--- config.mk ---
export PLATFORM = sky130hd
export DESIGN_NAME = call_issuer_flat
export DESIGN_NICKNAME = d
export VERILOG_FILES = /design/src/rtl/call_issuer_if.sv /design/src/rtl/call_issuer.sv /design/src/flat_wrapper.sv
export SDC_FILE = /design/constraint.sdc
export NUM_CORES = 1
export LEC_CHECK = 0
export BUFFER_PORTS_ARGS = -buffer_cell sky130_fd_sc_hd__buf_2
export CAP_MARGIN = 25
export CELL_PAD_IN_SITES_DETAIL_PLACEMENT = 2
export CELL_PAD_IN_SITES_GLOBAL_PLACEMENT = 2
export CORE_AREA = 2 2 356 358
export CTS_BUF_LIST = sky130_fd_sc_hd__clkbuf_8
export DETAILED_ROUTE_END_ITERATION = 10
export DIE_AREA = 0 0 358 360
export PLACE_DENSITY_LB_ADDON = 0.12
export SYNTH_ARGS = -nofsm -noshare
export SYNTH_HDL_FRONTEND = slang
export SYNTH_SLANG_ARGS = --single-unit
--- constraint.sdc ---
create_clock -name clk -period 4.7 [get_ports clk]
set_input_delay 0.705 -clock clk [delete_from_list [all_inputs] [get_ports clk]]
set_output_delay 0.705 -clock clk [all_outputs]
set_load 0.005 [all_outputs]
--- src/rtl/call_issuer_if.sv ---
// Bundle of core-side call request/response and handler-side strobe/ack signals.
// master = the issuer; slave = the core plus helper handler it talks to.
interface call_issuer_if;
  logic        call_valid;
  logic        call_ready;
  logic [63:0] call_func;
  logic [63:0] call_r1;
  logic [63:0] call_r2;
  logic [63:0] call_r3;
  logic [63:0] call_r4;
  logic [63:0] call_r5;
  logic        done;
  logic        done_err;
  logic        done_timeout;
  logic [63:0] r0_out;
  logic [63:0] func;
  logic        stb;
  logic [63:0] r1;
  logic [63:0] r2;
  logic [63:0] r3;
  logic [63:0] r4;
  logic [63:0] r5;
  logic        ack;
  logic        err;
  logic [63:0] ret;

  modport master (
    input  call_valid, call_func, call_r1, call_r2, call_r3, call_r4, call_r5,
    input  ack, err, ret,
    output call_ready, done, done_err, done_timeout, r0_out,
    output func, stb, r1, r2, r3, r4, r5
  );

  modport slave (
    output call_valid, call_func, call_r1, call_r2, call_r3, call_r4, call_r5,
    output ack, err, ret,
    input  call_ready, done, done_err, done_timeout, r0_out,
    input  func, stb, r1, r2, r3, r4, r5
  );
endinterface

--- src/rtl/call_issuer.sv ---
// Initiator of the eBPF helper-call strobe/ack protocol: latches one CALL,
// strobes the handler, returns R0 with error/timeout status and a bounded wait.
module call_issuer #(
  parameter int unsigned TIMEOUT    = 1024,
  parameter logic [63:0] RET_ON_ERR = 64'hFFFF_FFFF_FFFF_FFFF
) (
  input  logic          clk,
  input  logic          rst_n,
  call_issuer_if.master bus
);

  localparam logic [1:0] S_IDLE    = 2'd0;
  localparam logic [1:0] S_REQ     = 2'd1;
  localparam logic [1:0] S_RELEASE = 2'd2;

  localparam logic [15:0] CNT_LAST = 16'(TIMEOUT - 1);
  localparam logic [15:0] CNT_MAX  = 16'hFFFF;

  logic [1:0]  state_q, state_d;
  logic        stb_q, stb_d;
  logic [15:0] cnt_q, cnt_d;
  logic        err_flag_q, err_flag_d;
  logic        to_flag_q, to_flag_d;
  logic        done_q, done_d;
  logic        done_err_q, done_err_d;
  logic        done_to_q, done_to_d;
  logic [63:0] func_q, func_d;
  logic [63:0] r0_q, r0_d;
  logic [63:0] arg_q [5];
  logic [63:0] arg_d [5];
  logic [63:0] call_args [5];

  assign call_args[0] = bus.call_r1;
  assign call_args[1] = bus.call_r2;
  assign call_args[2] = bus.call_r3;
  assign call_args[3] = bus.call_r4;
  assign call_args[4] = bus.call_r5;

  always_comb begin
    state_d    = state_q;
    stb_d      = stb_q;
    cnt_d      = cnt_q;
    err_flag_d = err_flag_q;
    to_flag_d  = to_flag_q;
    func_d     = func_q;
    r0_d       = r0_q;
    arg_d      = arg_q;
    done_d     = 1'b0;
    done_err_d = 1'b0;
    done_to_d  = 1'b0;
    case (state_q)
      S_IDLE: begin
        if (bus.call_valid) begin
          func_d     = bus.call_func;
          arg_d      = call_args;
          stb_d      = 1'b1;
          cnt_d      = '0;
          err_flag_d = 1'b0;
          to_flag_d  = 1'b0;
          state_d    = S_REQ;
        end
      end
      S_REQ: begin
        // ack has priority over a timeout expiring in the same cycle
        if (bus.ack) begin
          err_flag_d = bus.err;
          r0_d       = bus.err ? RET_ON_ERR : bus.ret;
          stb_d      = 1'b0;
          state_d    = S_RELEASE;
        end else if (cnt_q == CNT_LAST) begin
          to_flag_d = 1'b1;
          r0_d      = RET_ON_ERR;
          stb_d     = 1'b0;
          state_d   = S_RELEASE;
        end else if (cnt_q != CNT_MAX) begin
          cnt_d = cnt_q + 16'd1;
        end
      end
      S_RELEASE: begin
        // Hold off until the handler drops ack so the next stb cannot alias it
        if (!bus.ack) begin
          done_d     = 1'b1;
          done_err_d = err_flag_q;
          done_to_d  = to_flag_q;
          state_d    = S_IDLE;
        end
      end
      default: begin
        stb_d   = 1'b0;
        state_d = S_IDLE;
      end
    endcase
  end

  always_ff @(posedge clk or negedge rst_n) begin
    if (!rst_n) begin
      state_q    <= S_IDLE;
      stb_q      <= 1'b0;
      cnt_q      <= '0;
      err_flag_q <= 1'b0;
      to_flag_q  <= 1'b0;
      done_q     <= 1'b0;
      done_err_q <= 1'b0;
      done_to_q  <= 1'b0;
      func_q     <= '0;
      r0_q       <= '0;
      for (int i = 0; i < 5; i++) arg_q[i] <= '0;
    end else begin
      state_q    <= state_d;
      stb_q      <= stb_d;
      cnt_q      <= cnt_d;
      err_flag_q <= err_flag_d;
      to_flag_q  <= to_flag_d;
      done_q     <= done_d;
      done_err_q <= done_err_d;
      done_to_q  <= done_to_d;
      func_q     <= func_d;
      r0_q       <= r0_d;
      for (int i = 0; i < 5; i++) arg_q[i] <= arg_d[i];
    end
  end

  assign bus.call_ready   = (state_q == S_IDLE);
  assign bus.done         = done_q;
  assign bus.done_err     = done_err_q;
  assign bus.done_timeout = done_to_q;
  assign bus.r0_out       = r0_q;
  assign bus.func         = func_q;
  assign bus.stb          = stb_q;
  assign bus.r1           = arg_q[0];
  assign bus.r2           = arg_q[1];
  assign bus.r3           = arg_q[2];
  assign bus.r4           = arg_q[3];
  assign bus.r5           = arg_q[4];

endmodule

--- src/flat_wrapper.sv ---
// flat-port wrapper written by rule: the top's interface ports become plain ports
module call_issuer_flat 
#(
  parameter int unsigned TIMEOUT    = 1024,
  parameter logic [63:0] RET_ON_ERR = 64'hFFFF_FFFF_FFFF_FFFF
)
  (clk, rst_n, bus_call_valid, bus_call_func, bus_call_r1, bus_call_r2, bus_call_r3, bus_call_r4, bus_call_r5, bus_ack, bus_err, bus_ret, bus_call_ready, bus_done, bus_done_err, bus_done_timeout, bus_r0_out, bus_func, bus_stb, bus_r1, bus_r2, bus_r3, bus_r4, bus_r5);
  call_issuer_if bus_i ();
  input  logic clk;
  input  logic rst_n;
  input wire logic [$bits(bus_i.call_valid)-1:0] bus_call_valid;
  input wire logic [$bits(bus_i.call_func)-1:0] bus_call_func;
  input wire logic [$bits(bus_i.call_r1)-1:0] bus_call_r1;
  input wire logic [$bits(bus_i.call_r2)-1:0] bus_call_r2;
  input wire logic [$bits(bus_i.call_r3)-1:0] bus_call_r3;
  input wire logic [$bits(bus_i.call_r4)-1:0] bus_call_r4;
  input wire logic [$bits(bus_i.call_r5)-1:0] bus_call_r5;
  input wire logic [$bits(bus_i.ack)-1:0] bus_ack;
  input wire logic [$bits(bus_i.err)-1:0] bus_err;
  input wire logic [$bits(bus_i.ret)-1:0] bus_ret;
  output wire logic [$bits(bus_i.call_ready)-1:0] bus_call_ready;
  output wire logic [$bits(bus_i.done)-1:0] bus_done;
  output wire logic [$bits(bus_i.done_err)-1:0] bus_done_err;
  output wire logic [$bits(bus_i.done_timeout)-1:0] bus_done_timeout;
  output wire logic [$bits(bus_i.r0_out)-1:0] bus_r0_out;
  output wire logic [$bits(bus_i.func)-1:0] bus_func;
  output wire logic [$bits(bus_i.stb)-1:0] bus_stb;
  output wire logic [$bits(bus_i.r1)-1:0] bus_r1;
  output wire logic [$bits(bus_i.r2)-1:0] bus_r2;
  output wire logic [$bits(bus_i.r3)-1:0] bus_r3;
  output wire logic [$bits(bus_i.r4)-1:0] bus_r4;
  output wire logic [$bits(bus_i.r5)-1:0] bus_r5;
  assign bus_i.call_valid = bus_call_valid;
  assign bus_i.call_func = bus_call_func;
  assign bus_i.call_r1 = bus_call_r1;
  assign bus_i.call_r2 = bus_call_r2;
  assign bus_i.call_r3 = bus_call_r3;
  assign bus_i.call_r4 = bus_call_r4;
  assign bus_i.call_r5 = bus_call_r5;
  assign bus_i.ack = bus_ack;
  assign bus_i.err = bus_err;
  assign bus_i.ret = bus_ret;
  assign bus_call_ready = bus_i.call_ready;
  assign bus_done = bus_i.done;
  assign bus_done_err = bus_i.done_err;
  assign bus_done_timeout = bus_i.done_timeout;
  assign bus_r0_out = bus_i.r0_out;
  assign bus_func = bus_i.func;
  assign bus_stb = bus_i.stb;
  assign bus_r1 = bus_i.r1;
  assign bus_r2 = bus_i.r2;
  assign bus_r3 = bus_i.r3;
  assign bus_r4 = bus_i.r4;
  assign bus_r5 = bus_i.r5;
  call_issuer #(.TIMEOUT(TIMEOUT), .RET_ON_ERR(RET_ON_ERR)) u_core (.clk(clk), .rst_n(rst_n), .bus(bus_i));
endmodule
==> flow_metrics.env, run 1 <==
export IMPL_synth_edf_count=0
export IMPL_r2r_end="u_core.cnt_q[0]"
export IMPL_wire_per_inst_um=18.9
export IMPL_rsz0062_at_grt="no"
export IMPL_max_stage_delay_ns=0.62
export IMPL_max_cap_viol_count=0
export IMPL_route_detailed_drc=0
export IMPL_place_gp_congestion=0.822
export IMPL_syn_cell_area_um2=18100
export IMPL_cts_tree="built"
export IMPL_final_core_util=0.217
export IMPL_place_area_um2=24600
export IMPL_dp_slack_ns=1.86
export IMPL_tns_ns=0
export IMPL_grt_pass1_vias=20200
export IMPL_final_cell_mix="nand2_1, buf_2, dfrtp_1"
export IMPL_path_delay_family="simple AND/OR/NAND/NOR gates"
export IMPL_crit_arrival_ns=3.43
export IMPL_die_x_um=358
export IMPL_dp_cells=4522
export IMPL_rows=130
export IMPL_fmaxAchievable_mhz=364
export IMPL_powerDensity_nw_per_um2=668
export IMPL_fin_skew_ns=0.0374
export IMPL_ys_seq_area_frac=0.652
export IMPL_nets=3470
export IMPL_avgSynthCellArea_um2=8.85
export IMPL_ir_drop_mv=0.217
export IMPL_ant_nets=0
export IMPL_setup_viol=0
export IMPL_routed_via_density=3.75
export IMPL_synth_seq_cells=472
export IMPL_drt_wl_total_um=89900
export IMPL_fin_cells=4752
export IMPL_power_leakage_nw=15.1
export IMPL_p_clk_frac=0.244
export IMPL_synth_distinct_cells=50
export IMPL_fin_crit_ns=2.74
export IMPL_dp_hpwl_um=67000
export IMPL_routed_wl_met2_um=45700
export IMPL_synth_top_family_by_area="simple AND/OR/NAND/NOR gates"
export IMPL_relSlewSlack=0.357
export IMPL_synth_top_area_share=0.652
export IMPL_min_path_type="in2reg"
export IMPL_synth_compound_area_frac=0.0351
export IMPL_swShare=0.395
export IMPL_clockBufferDepth=3
export IMPL_htreeDepth=3
export IMPL_grt_overflow=0
export IMPL_switchingPower_mw=7.13
export IMPL_hold_viol_final=0
export IMPL_die_area_um2=129000
export IMPL_final_common_cell="nand2_1"
export IMPL_path_max_fanout=11
export IMPL_endpoint_kind="flip-flop"
export IMPL_synthTopCellsByArea="dfrtp_1, nand2_1, clkbuf_1"
export IMPL_grt_pass1_wl_um=132000
export IMPL_critPathLaunch="u_core.cnt_q[1]"
export IMPL_critPathLaunchType="flip-flop"
export IMPL_grt_start_max_net_pins=138
export IMPL_path_buf_inv=0
export IMPL_p_int_mw=10.9
export IMPL_worstSetupPathDepth=6
export IMPL_firstDrtPassIters=4
export IMPL_hold_depth=3
export IMPL_status="completed"
export IMPL_slew_viol_final=0
export IMPL_synth_top_area_cell="dfrtp_1"
export IMPL_synthesis_instances=2046
export IMPL_vias=17800
export IMPL_wl_met1_um=32100
export IMPL_path_cells="ha_1 > nand4_1 > nor4_1 > a311o_1 > nand2b_1 > mux2_2"
export IMPL_synthSimpleGateAreaFrac=0.284
export IMPL_fp_dieH_um=360
export IMPL_rrSetupSlack_ns=1.96
export IMPL_fin_worst_hold_slack_ns=0.143
export IMPL_r2r_start="u_core.cnt_q[1]"
export IMPL_io_pins=906
export IMPL_synthesis_nets=2500
export IMPL_area_growth_pct=49.4
export IMPL_track_usage=0.137
export IMPL_synth_async_reset_ratio=1.00
export IMPL_tightestPinTransition_ns=0.965
export IMPL_yosysWarnings=0
export IMPL_core_area_um2=125000
export IMPL_synth_xor_area_frac=0.000484
export IMPL_path_class="reg2reg"
export IMPL_power_total_mw=18.1
export IMPL_top_layer_used="met5"
export IMPL_cp_endpoint="u_core.cnt_q[0]"
export IMPL_slowest_stage="nor4_1"
export IMPL_synth_area_mux_share=0.00117
export IMPL_synth_adder_area_share=0.000691
export IMPL_layout_setup_ws_ns=1.96
export IMPL_drive_gt1_frac=0.352
export IMPL_ys_flop_type="dfrtp_1"
export IMPL_reg2reg_depth=6
export IMPL_routed_wl_met3_um=9120
export IMPL_drtIter0Drc=468
export IMPL_seqPwrFrac=0.388
export IMPL_design_area_um2=27100
export IMPL_io_buffers=905
export IMPL_cts_root_buf="clkbuf_8"
export IMPL_cp_required_ns=5.38
export IMPL_cts_sinks=472
export IMPL_antenna_found_initial=41
export IMPL_post_route_period_util=0.584
export IMPL_numCtsBuffers=101
export IMPL_combinationalPowerShare=0.367
export IMPL_clock_latency_ns=0.76
export IMPL_start_util=0.145
export IMPL_clkTransAtPathRegs_ns=0.06
## timing repair
item / in CTS / in global routing
hold buffers: 40 / 0
buffers inserted: 0 / 0
resized for setup: 0 / 0
endpoints found under the hold margin: 98 / 0
## power by group through the flow
stage                     clock network, mW  logic [mW]  registers (mW)
after floorplan                           0        2.65            7.16
after global placement                    0        6.73            7.00
after detailed placement                  0        6.91            7.10
after CTS                              4.72        6.96            7.06
after global routing                   4.89        7.59            7.32
final                                  4.41        6.63            7.01
## routing by layer
metal | vias up | GRT usage
li1 | 8272 | -
met3 | 188 | 0.0637
met2 | 626 | 0.244
met5 | - | 0
met4 | 50 | 0.0528
met1 | 8707 | 0.138
## worst register-to-register path, cell delays in order (launching register included)
cell,delay [ns]
dfrtp_1,0.38
ha_1,0.25
nand4_1,0.29
nor4_1,0.62
a311o_1,0.60
nand2b_1,0.33
mux2_2,0.21
## registers in the layout, indices dropped and copies added, names as in the netlist, 2 cells and up
signal             cells
u_core.bus.r5         64
u_core.bus.func       64
u_core.state_q         2
u_core.bus.r1         64
u_core.bus.r0_out     64
u_core.bus.r4         64
u_core.bus.r2         64
u_core.cnt_q          16
u_core.bus.r3         64
## synthesized netlist by cell type (2+ instances only)
master,n
nand3_1,6
a31oi_1,6
and3_1,2
and2_1,3
clkbuf_1,93
nand2b_1,2
nor3_1,5
nor2_1,75
dfrtp_1,472
o211ai_1,2
buf_2,11
buf_6,4
a21oi_1,9
o21ai_0,56
o31ai_1,2
o21ai_1,23
or2_2,2
inv_1,5
nand4_1,5
nor4_1,4
nand2_1,1226
buf_1,4
o22ai_1,2
## how the worst min path moves through the flow
stage,start,end
floorplan,rst_n,u_core.bus.done
global placement,u_core.bus.r5[33],u_core.bus.r5[33]
detailed placement,u_core.bus.r5[6],u_core.bus.r5[6]
CTS,bus_call_r5[45],u_core.bus.r5[45]
global route,bus_call_r3[34],u_core.bus.r3[34]
finish,bus_call_r5[27],u_core.bus.r5[27]
## layout make-up
class / instances / area (um2)
multi-input combinational: 1456 / 5840
timing repair buffer: 980 / 5340
clock buffer: 124 / 1710
tap: 1650 / 2060
fill: 14700 / 97900
clock inverter: 52 / 248
antenna: 13 / 32.5
inverter: 5 / 18.8
sequential: 472 / 11800
## kinds of logic after synthesis
family	count (synthesis)
compound gates	112
xor+xnor	1
fa+ha+maj	1
buf+inv	118
flops	472
mux	2
simple gates	1340
Note: power is estimated with default switching activity, not from simulation.
==> run 2, diff against run 1 <==
--- a/config.mk
+++ b/config.mk
@@ -5,14 +5,15 @@
 export SDC_FILE = /design/constraint.sdc
 export NUM_CORES = 1
 export LEC_CHECK = 0
+export ABC_AREA = 1
 export BUFFER_PORTS_ARGS = -buffer_cell sky130_fd_sc_hd__buf_2
 export CAP_MARGIN = 25
 export CELL_PAD_IN_SITES_DETAIL_PLACEMENT = 2
 export CELL_PAD_IN_SITES_GLOBAL_PLACEMENT = 2
-export CORE_AREA = 2 2 356 358
+export CORE_AREA = 2 2 352 354
 export CTS_BUF_LIST = sky130_fd_sc_hd__clkbuf_8
 export DETAILED_ROUTE_END_ITERATION = 10
-export DIE_AREA = 0 0 358 360
+export DIE_AREA = 0 0 354 356
 export PLACE_DENSITY_LB_ADDON = 0.12
 export SYNTH_ARGS = -nofsm -noshare
 export SYNTH_HDL_FRONTEND = slang
==> constraint.sdc (replaced) <==
create_clock -name clk -period 2.4 [get_ports clk]
set_input_delay 0.36 -clock clk [delete_from_list [all_inputs] [get_ports clk]]
set_output_delay 0.36 -clock clk [all_outputs]
set_load 0.005 [all_outputs]
==> flow_metrics.env, run 2 <==
export IMPL_clockBufferDepth=3
export IMPL_cts_tree="built"
export IMPL_powerDensity_nw_per_um2=1160
export IMPL_synth_async_reset_ratio=1.00
export IMPL_path_cells="ha_1 > nand2_2 > nor2_4 > nand2_2 > inv_2 > nand2_2 > nand2_2 > nand2_4 > buf_4 > nand2_1 > o21ai_2"
export IMPL_tns_ns=0
export IMPL_cts_sinks=472
export IMPL_cp_required_ns=3.04
export IMPL_die_x_um=354
export IMPL_wire_per_inst_um=18.6
export IMPL_final_cell_mix="nand2_1, buf_2, dfrtp_1"
export IMPL_rows=129
export IMPL_numCtsBuffers=102
export IMPL_start_util=0.150
export IMPL_avgSynthCellArea_um2=8.72
export IMPL_synthesis_nets=2565
export IMPL_track_usage=0.150
export IMPL_dp_slack_ns=0.266
export IMPL_cpMostUsedCell="nand2_2"
export IMPL_seqPwrFrac=0.376
export IMPL_tightestPinTransition_ns=1.10
export IMPL_ys_seq_area_frac=0.641
export IMPL_power_leakage_nw=17.1
export IMPL_yosysMostFrequentCell="nand2_1"
export IMPL_synth_edf_count=0
export IMPL_relSlewSlack=0.269
export IMPL_drtIter0Drc=632
export IMPL_fin_crit_ns=2.01
export IMPL_syn_cell_area_um2=18400
export IMPL_io_pins=906
export IMPL_firstDrtPassIters=6
export IMPL_fin_cells=5230
export IMPL_routed_via_density=3.76
export IMPL_clock_latency_ns=0.75
export IMPL_swShare=0.396
export IMPL_slowest_stage="dfrtp_1"
export IMPL_route_detailed_drc=0
export IMPL_ir_drop_mv=0.518
export IMPL_drive_gt1_frac=0.314
export IMPL_antenna_found_initial=11
export IMPL_dp_hpwl_um=71100
export IMPL_area_growth_pct=71.7
export IMPL_path_class="reg2reg"
export IMPL_core_area_um2=123000
export IMPL_multiInputGateArea_um2=6020
export IMPL_synth_top_area_share=0.641
export IMPL_fin_worst_hold_slack_ns=0.153
export IMPL_power_total_mw=36.7
export IMPL_yosysWarnings=0
export IMPL_grt_start_max_net_pins=148
export IMPL_grt_pass1_vias=22700
export IMPL_switchingPower_mw=14.5
export IMPL_p_int_mw=22.2
export IMPL_synth_top_area_cell="dfrtp_1"
export IMPL_combinationalPowerShare=0.383
export IMPL_setup_viol=0
export IMPL_n_fill_cell=14300
export IMPL_fp_dieH_um=356
export IMPL_rsz0062_at_grt="no"
export IMPL_p_clk_frac=0.241
export IMPL_nets=3964
export IMPL_synthTopCellsByArea="dfrtp_1, nand2_1, nor2_1"
export IMPL_place_gp_congestion=0.794
export IMPL_die_area_um2=126000
export IMPL_fin_skew_ns=0.0346
export IMPL_synth_distinct_cells=28
export IMPL_hold_buffers=451
export IMPL_synth_seq_cells=472
export IMPL_io_buffers=905
export IMPL_cts_root_buf="clkbuf_8"
export IMPL_drt_wl_total_um=97100
export IMPL_slew_viol_final=0
export IMPL_layout_setup_ws_ns=0.387
export IMPL_fmaxAchievable_mhz=497
export IMPL_synthTopCellsByCount="nand2_1, dfrtp_1, nor2_1"
export IMPL_max_cap_viol_count=0
export IMPL_ys_flop_type="dfrtp_1"
export IMPL_path_max_fanout=38
export IMPL_vias=19700
export IMPL_endpoint_kind="flip-flop"
export IMPL_cts_repair_resized=0
export IMPL_post_cts_buffers=0
export IMPL_crit_arrival_ns=2.65
export IMPL_ant_nets=0
export IMPL_grt_pass1_wl_um=145000
export IMPL_dp_cells=4592
export IMPL_grt_overflow=0
export IMPL_post_route_period_util=0.839
export IMPL_max_stage_delay_ns=0.44
export IMPL_hold_viol_final=0
export IMPL_status="completed"
export IMPL_clkTransAtPathRegs_ns=0.06
export IMPL_htreeDepth=3
export IMPL_critPathLaunchType="flip-flop"
export IMPL_seq_area_um2=11800
export IMPL_synthesis_instances=2111
export IMPL_final_common_cell="nand2_1"
export IMPL_min_path_type="in2async"
==> run 2: cell type report <==
class / count / share of cell area
sequential: 472 / 0.374
timing repair buffer: 1403 / 0.305
multi-input combinational: 1515 / 0.190
tap: 1637 / 0.0648
clock buffer: 123 / 0.0535
clock inverter: 55 / 0.0101
inverter: 16 / 0.00214
antenna: 9 / 0.000712
==> run 2: power groups by stage <==
| stage | Combinational [mW] | Sequential, mW | Clock [mW] |
|---|---|---|---|
| after global routing | 15.8 | 14.3 | 9.70 |
| after global placement | 13.5 | 13.7 | 0 |
| after detailed placement | 13.9 | 13.9 | 0 |
| after CTS | 14.5 | 13.8 | 9.39 |
| final | 14.0 | 13.8 | 8.84 |
| after floorplan | 5.36 | 14.0 | 0 |
==> run 2: critical path: cells and delay by family (launching register included) <==
| family | cells | cell delay [ns] |
|---|---|---|
| adder cells (fa/ha/maj) | 1 | 0.30 |
| AO/OA/AOI/OAI | 1 | 0.07 |
| flip-flops | 1 | 0.44 |
| buffers and inverters | 2 | 0.44 |
| AND/OR/NAND/NOR | 7 | 0.68 |
==> run 2: final timing paths <==
check                                        from  slack [ns]  depth (start not counted)                    end
worst max-delay path              u_core.cnt_q[0]        0.39                         11   u_core.bus.r0_out[2]
worst min-delay path                        rst_n        0.15                          2      u_core.bus.r3[58]
worst max register to register    u_core.cnt_q[0]        0.39                         11   u_core.bus.r0_out[2]
worst min register to register  u_core.bus.r4[43]        0.47                          2      u_core.bus.r4[43]
max in group asynchronous                   rst_n        1.26                          3  u_core.bus.r0_out[13]
min in group clk                   bus_call_valid        0.19                          6         u_core.bus.stb
==> run 2: logic make-up after synthesis <==
logic type	count (synthesis)	share of synthesized area
buffers and inverters	124	0.0323
DFF	472	0.641
and+or+nand+nor	1435	0.297
xor gates and xnor gates	6	0.00285
adders and majority gates	1	0.000679
AOI/OAI and AO/OA	73	0.0256
==> run 2: per-stage QoR <==
| step | utilization | instance area, um2 |
|---|---|---|
| floorplan | - | 18400 |
| global placement | 0.204 | 25100 |
| detailed placement | 0.204 | 25100 |
| CTS | 0.258 | 31600 |
| global route | 0.258 | 31600 |
| finish | 0.258 | 31600 |
==> run 2: routing by layer <==
layer  GRT usage  up-vias  routed length, um
li1            -     9222                  -
met1       0.167     9633              37800
met2       0.266      624              48900
met3      0.0472      184               6550
met4      0.0602        4               3820
met5           0        -                 24
